File: src/rtl/master_in_port.sv
// master_in_port
//   Master-side serial receive port of the system bus. Rebuilds DATA_WIDTH-bit
//   words from the 1-bit, LSB-first read-data stream sent by the slave output
//   port. A transfer carries one word or a contiguous burst of words. This port
//   owns the master half of the read-data handshake.
//
// Handshake (valid/ready): a transfer starts on the rising edge where
//   master_ready and slave_valid are both 1. master_ready is high only in IDLE
//   while rx_en is high and reset is low. Once RECEIVE is entered, no further
//   handshake is taken until the last word of the burst completes. The first
//   serial bit is sampled on the edge after the handshake edge.
//
// Ports
//   clk           system clock, rising edge
//   reset         synchronous, active-high reset
//   rx_en         master wants read data (sampled only in IDLE)
//   burst_len     words in the transfer, latched at handshake (0 means 1)
//   slave_valid   slave has read data ready to send
//   master_ready  handshake ready (combinational)
//   rx_data       serial read data, LSB first, one bit per clock
//   dataout       last fully received word, held until the next word completes
//   data_valid    one-cycle pulse: dataout updated this cycle
//   rx_done       one-cycle pulse together with data_valid of the final word
//   word_count    words completed in the current or last transfer
//   bit_count     index of the next bit to sample (debug)
//   rx_state      current FSM state encoding (debug)
module master_in_port #(
    parameter int DATA_WIDTH = 8,
    parameter int BURST_W    = 12
) (
    input  logic                  clk,
    input  logic                  reset,
    input  logic                  rx_en,
    input  logic [BURST_W-1:0]    burst_len,
    input  logic                  slave_valid,
    output logic                  master_ready,
    input  logic                  rx_data,
    output logic [DATA_WIDTH-1:0] dataout,
    output logic                  data_valid,
    output logic                  rx_done,
    output logic [BURST_W-1:0]    word_count,
    output logic [2:0]            bit_count,
    output logic [1:0]            rx_state
);

    typedef enum logic [1:0] {
        IDLE    = 2'd0,
        RECEIVE = 2'd1
    } state_t;

    localparam logic [2:0]         BIT_LAST = 3'(DATA_WIDTH - 1);
    localparam logic [BURST_W-1:0] ONE      = BURST_W'(1);

    state_t                state;
    state_t                state_next;

    // Only the lower DATA_WIDTH-1 bits of a word are stored here. The top bit
    // is the rx_data sample that completes the word.
    logic [DATA_WIDTH-2:0] shift;
    logic [DATA_WIDTH-1:0] shift_full;
    logic [BURST_W-1:0]    len;
    logic [BURST_W-1:0]    word_count_inc;
    logic                  handshake;
    logic                  word_last;
    logic                  final_word;

    assign master_ready   = (state == IDLE) && rx_en && !reset;
    assign handshake      = master_ready && slave_valid;
    assign shift_full     = {rx_data, shift};
    assign word_last      = (state == RECEIVE) && (bit_count == BIT_LAST);
    assign word_count_inc = word_count + ONE;
    assign final_word     = word_last && (word_count_inc == len);
    assign rx_state       = state;

    always_comb begin
        state_next = IDLE;
        case (state)
            IDLE:    state_next = handshake  ? RECEIVE : IDLE;
            RECEIVE: state_next = final_word ? IDLE    : RECEIVE;
            default: state_next = IDLE;
        endcase
    end

    always_ff @(posedge clk) begin
        if (reset) begin
            state      <= IDLE;
            shift      <= '0;
            len        <= ONE;
            dataout    <= '0;
            data_valid <= 1'b0;
            rx_done    <= 1'b0;
            word_count <= '0;
            bit_count  <= '0;
        end else begin
            state      <= state_next;
            data_valid <= 1'b0;
            rx_done    <= 1'b0;
            if (handshake) begin
                len        <= (burst_len == '0) ? ONE : burst_len;
                bit_count  <= '0;
                word_count <= '0;
            end else if (state == RECEIVE) begin
                shift     <= shift_full[DATA_WIDTH-1:1];
                bit_count <= bit_count + 3'd1;
                if (word_last) begin
                    dataout    <= shift_full;
                    data_valid <= 1'b1;
                    word_count <= word_count_inc;
                    rx_done    <= final_word;
                end
            end
        end
    end

endmodule

File: config.mk
export PLATFORM = sky130hd
export DESIGN_NAME = master_in_port
export DESIGN_NICKNAME = d
export VERILOG_FILES = /design/src/rtl/master_in_port.sv
export SDC_FILE = /design/constraint.sdc
export NUM_CORES = 1
export LEC_CHECK = 0
export ABC_AREA = 1
export ABC_CLOCK_PERIOD_IN_PS = 3850
export BUFFER_PORTS_ARGS = -buffer_cell sky130_fd_sc_hd__buf_2
export CELL_PAD_IN_SITES_DETAIL_PLACEMENT = 1
export CELL_PAD_IN_SITES_GLOBAL_PLACEMENT = 1
export CORE_ASPECT_RATIO = 0.6
export CORE_UTILIZATION = 41
export CTS_CLUSTER_SIZE = 40
export DETAILED_ROUTE_END_ITERATION = 10
export PLACE_DENSITY = 0.85
export SLEW_MARGIN = 40
export SYNTH_ARGS = -nofsm -noshare
export SYNTH_HDL_FRONTEND = slang
export SYNTH_SLANG_ARGS = --single-unit
File: constraint.sdc
create_clock -name clk -period 3.85 [get_ports clk]
set_input_delay 0.5775 -clock clk [delete_from_list [all_inputs] [get_ports clk]]
set_output_delay 0.5775 -clock clk [all_outputs]
set_load 0.03 [all_outputs]
=== Yosys cells after proc, flatten, opt, wreduce, memory -nomap -nowiden ===
Index checks and enable logic that the tools add are counted.

* Bits in registers: 46
* Input bits: 17
* Output and inout port bits: 28

* $add $sub $neg: 2
* Eq/ne operators: 3
* Muxes and demuxes: 5
* Bitwise logic cells: 3
* Reductions and logical operators: 14

{| class="wikitable"
|+ Operators by type and width
! cell !! number
|-
| $add A12 B1 Y12 const B || 1
|-
| $eq A12 B12 Y1 || 1
|-
| $logic_not A12 Y1 || 1
|-
| $mux W12 || 1
|-
| $logic_and A1 B1 Y1 || 5
|-
| $reduce_and A2 Y1 || 2
|-
| $reduce_or A4 Y1 || 1
|-
| $add A3 B1 Y3 const B || 1
|-
| $eq A3 B3 Y1 const B || 1
|-
| $mux W1 || 3
|-
| $not A1 Y1 || 3
|-
| $reduce_and A3 Y1 || 1
|-
| $reduce_or A3 Y1 || 1
|-
| $eq A2 B1 Y1 const B || 1
|-
| $logic_not A2 Y1 || 1
|-
| $pmux W1 S2 || 1
|-
| $reduce_or A2 Y1 || 1
|-
| $logic_not A1 Y1 || 1
|}

=== Logic depth before layout (Yosys ltp) ===
* Depth in word-level cells: 6
* Depth in mapped cells: 14

=== Least setup slack after synthesis ===
No wires, ideal clock.

* Path type: register -> register
* Start point: reg state[0] (netlist: rx_state[0])
* End point: reg word_count[7]
* Arrival: 1.749 ns
* Data required time: 3.735 ns
* Setup slack: 1.985 ns
* Cell stages (with the launch flop): 13
* Buffers on the path: 2
* Path through: dfxtp_1 buf_4 inv_2 nand2_1 nor2_1 nand2_2 inv_2 nor2_2 inv_2 buf_6 nor2_1 o21ai_0 inv_1

* Cells in the longest elaborated chain, start to end: 5

{| class="wikitable"
|+ Ends and longest elaborated chain
! element !! RTL line !! source
|-
| from (decl) || 54 || <nowiki>state_t state;</nowiki>
|-
| from (signal assigned) || 95 || <nowiki>state <= state_next;</nowiki>
|-
| $logic_not A2 Y1 || 67 || <nowiki>assign master_ready = (state == IDLE) && rx_en && !reset;</nowiki>
|-
| $logic_and A1 B1 Y1 (2 in a row) || 67 ||
|-
| via master_ready || 36 || <nowiki>output logic master_ready,</nowiki>
|-
| $logic_and A1 B1 Y1 || 68 || <nowiki>assign handshake = master_ready && slave_valid;</nowiki>
|-
| $reduce_or A2 Y1 (no source line) || n/a ||
|-
| to (signal assigned) || 108 || <nowiki>word_count <= word_count_inc;</nowiki>
|-
| to (decl) || 41 || <nowiki>output logic [BURST_W-1:0] word_count,</nowiki>
|}

The timed path passes the listed nets, and every way through them passes these cells.
A chain may end at the register's enable or synchronous reset.

=== Worst setup path after layout ===
* Start point: reg state[0] (netlist: rx_state[0])
* End point: reg state[0] (netlist: rx_state[0])

* Cells in the longest elaborated chain, start to end: 6

{| class="wikitable"
|+ Ends and longest elaborated chain
! element !! RTL line !! source
|-
| $logic_not A2 Y1 || 67, 77 ||
|-
| $logic_and A1 B1 Y1 (2 in a row) || 67 ||
|-
| $logic_and A1 B1 Y1 || 68 ||
|-
| $mux W1 || 78 || <nowiki>IDLE: state_next = handshake ? RECEIVE : IDLE;</nowiki>
|-
| $pmux W1 S2 (*) || 77 || <nowiki>case (state)</nowiki>
|}

Every way passes the cells marked *; elsewhere a longest branch is shown, timed or not.

==> results.md <==
- Die Wd: 95.2 um
- Core area: 4780 sq um
- Final worst path period need: 2.43 ns
- Sum Neg Setup Slack: 0 ns
- Hold WC Path Type: reg2reg
- Post-synthesis sequential area ratio: 42.2%
- Syn_nets: 326
- CTS tree: yes
- Total gr overflow: 0
- Synthesized flop and latch total: 45
- RSZ-0062 raised after global routing: false
- Clock Path Buffers: 2
- Fmax: 411 MHz
- Slew Limit Fails: 0
- Synthesized area: 2130 sq um
- HPWL Detailed: 4.55 mm
- GPL Wtd Cong: 0.845
- Share of the synthesized area in the top cell type: 42.2%
- Top post-synthesis cells by count: nand2_1, dfxtp_1, inv_1
- Total CTS buffers: 5
- Number of global-route vias before repair: 2110
- Area contributors post-synth: dfxtp_1, nand2_1, nand3_1
- Syn avg cell area: 6.98 sq um
- Via/cell ratio: 5.27
- Placed insts: 400
- Critical-path maximum fanout: 18
- Hold Path Cell Cnt: 2
- Largest net degree at the start of global routing: 30
- Rows: 19
- Leak pwr: 0.00113 uW
- Hold Path End: dataout[5]
- Nets@finish: 364
- Initial antenna violation count: 0
- Final wirelength: 6.04 mm
- Crit path from: rx_state[0]
- Min-delay src: shift[5]
- Area delta synth->final: 16.1%
- Initial DRC count: 139
- Filler Cells Inserted: 647
- Crit path capture type: register
- Startpoint Class: register
- Port bufs: 43
- Critical path type: reg2reg
- Antenna Nets Post-Route: 0
- # IOs: 45
- Skew final: 0.00822 ns
- # DRC: 0
- Synth area leader: dfxtp_1
- Final period util: 63.1%
- Die Height: 57.9 um
- Yosys warnings: 0
- H-tree Lvls: 2
- Slew headroom: 60.5%
- Worst EP required: 4.05 ns
- Initial core utilization: 44.7%
- First-pass GRT wire length: 10.2 mm
- Setup bufs post-CTS: 0
- Worst slew pin tran: 0.591 ns
- # setup viols final: 0
- Clock root buffer: clkbuf_8
- Worst-skew pair later-pin latency: 0.31 ns
- R2R cell count: 11
- CP Data Arrival Time: 2.63 ns
- Worst-path clk slew: 0.09 ns
- Distinct cells, synth: 29
- Non-Filler Instances: 408
- Worst vdd ir: 0.000175 V
- Ys async rst share: 0%
- Synth Instances: 306
- Worst r2r src: rx_state[0]
- Prevailing post-synth register cell: dfxtp_1
- CTS sink count: 45
- Die ar.: 5510 sq um
- Cts hold-fix bufs: 0
- Power Density: 377 nW/um^2
- EDFF count, synth: 0
- Status: complete, no violations
- ANT cells: 0
- Share of cells above drive strength 1: 18.3%
- R2r setup slk: 1.42 ns
- Via count: 2152
- Post-CTS Resized: 0
- Wire per inst: 14.8 um
- Hold Fails Final Rpt: 0
- Max-cap violations: 0
- GRT Util Overall: 24.3%
- R2r endpoint: rx_state[0]
- Count leader, synth: nand2_1
- Pre-antenna DRT Iters: 4
-- per-stage QoR --
step | total power, uW | area (sq um) | util (%) | hold WS (ns) | worst slack (ns)
floorplan | 548 | 2130 | - | 0.440 | 1.99
global placement | 570 | 2360 | 49.4 | 0.459 | 1.70
detailed placement | 572 | 2360 | 49.4 | 0.465 | 1.64
CTS | 938 | 2480 | 51.8 | 0.475 | 1.47
global route | 969 | 2480 | 51.8 | 0.495 | 1.22
finish | 933 | 2480 | 51.8 | 0.467 | 1.42
-- worst max path at each step --
stage                     to  slack (ns)
6_report         rx_state[0]        1.42
5_1_grt          rx_state[0]        1.22
4_1_cts          rx_state[0]        1.47
3_5_place_dp     rx_state[0]        1.64
3_3_place_gp     rx_state[0]        1.70
2_1_floorplan  word_count[7]        1.99
-- registers in the layout, summed over array words and instances (netlist names) --
signal,count
rx_done,1
dataout,8
bit_count,3
shift,7
data_valid,1
len,12
rx_state,1
word_count,12
-- worst max-delay path, stage by stage, from the launching register on --
cell and delay (ns):
dfxtp_1 0.70, nand2_1 0.45, inv_1 0.20, o21ai_0 0.13
nor2_1 0.15, nand2_1 0.08, nor2_1 0.12, nand3_1 0.10
nor2_1 0.12, nand3_1 0.14, nand2_1 0.09, nand2_1 0.04
-- cell usage in the layout, fill, tap and decap left out, drive strengths merged --
cell type  netlist  final
a21oi           23     23
o211ai           3      3
clkinv           0      1
ha               3      3
dfxtp           45     45
nor2            24     24
bufinv           0      1
nand4            5      5
o21bai           1      1
clkbuf           4      5
nor4             3      3
conb             1      1
o21ai           34     34
a31oi            2      2
nand2           70     70
buf              9     44
xnor2            1      1
nor3             1      1
clkinvlp         0      1
a22oi            1      1
inv             42     42
nand3           33     33
nand3b           1      1
-- final cells by class --
class                           count  area [sq um]  area share, %
Clock buffer                        5          68.8           2.78
Clock inverter                      3          46.3           1.87
Inverter                           42           158           6.36
Multi-Input combinational cell    206          1000           40.5
Sequential cell                    45           901           36.4
Tap cell                           63          78.8           3.18
Timing Repair Buffer               44           223           8.99
-- power breakdown --
part | leakage (uW) | internal [uW] | switching [uW] | total [uW]
combinational | 0.000715 | 22.9 | 46.0 | 68.9
clock | 0.0000543 | 195 | 177 | 371
sequential | 0.000365 | 481 | 11.9 | 493
-- metal layers --
layer | wire length (um) | global-route usage, %
met5 | 0 | 0
met1 | 3110 | 35.7
met4 | 34 | 5.19
met2 | 2600 | 37.3
met3 | 292 | 4.20
-- logic make-up (layout without fill, tap and decap cells) --
kind of cell | after synthesis | in the layout | synth area share (%)
simple gates | 137 | 137 | 28.7
compound gates | 64 | 64 | 15.9
buf+inv | 55 | 94 | 10.8
flops | 45 | 45 | 42.2
fa+ha+maj | 3 | 3 | 1.76
other cells | 1 | 1 | 0.176
xor+xnor | 1 | 1 | 0.410
No activity file was read; power rests on OpenSTA's default activity.
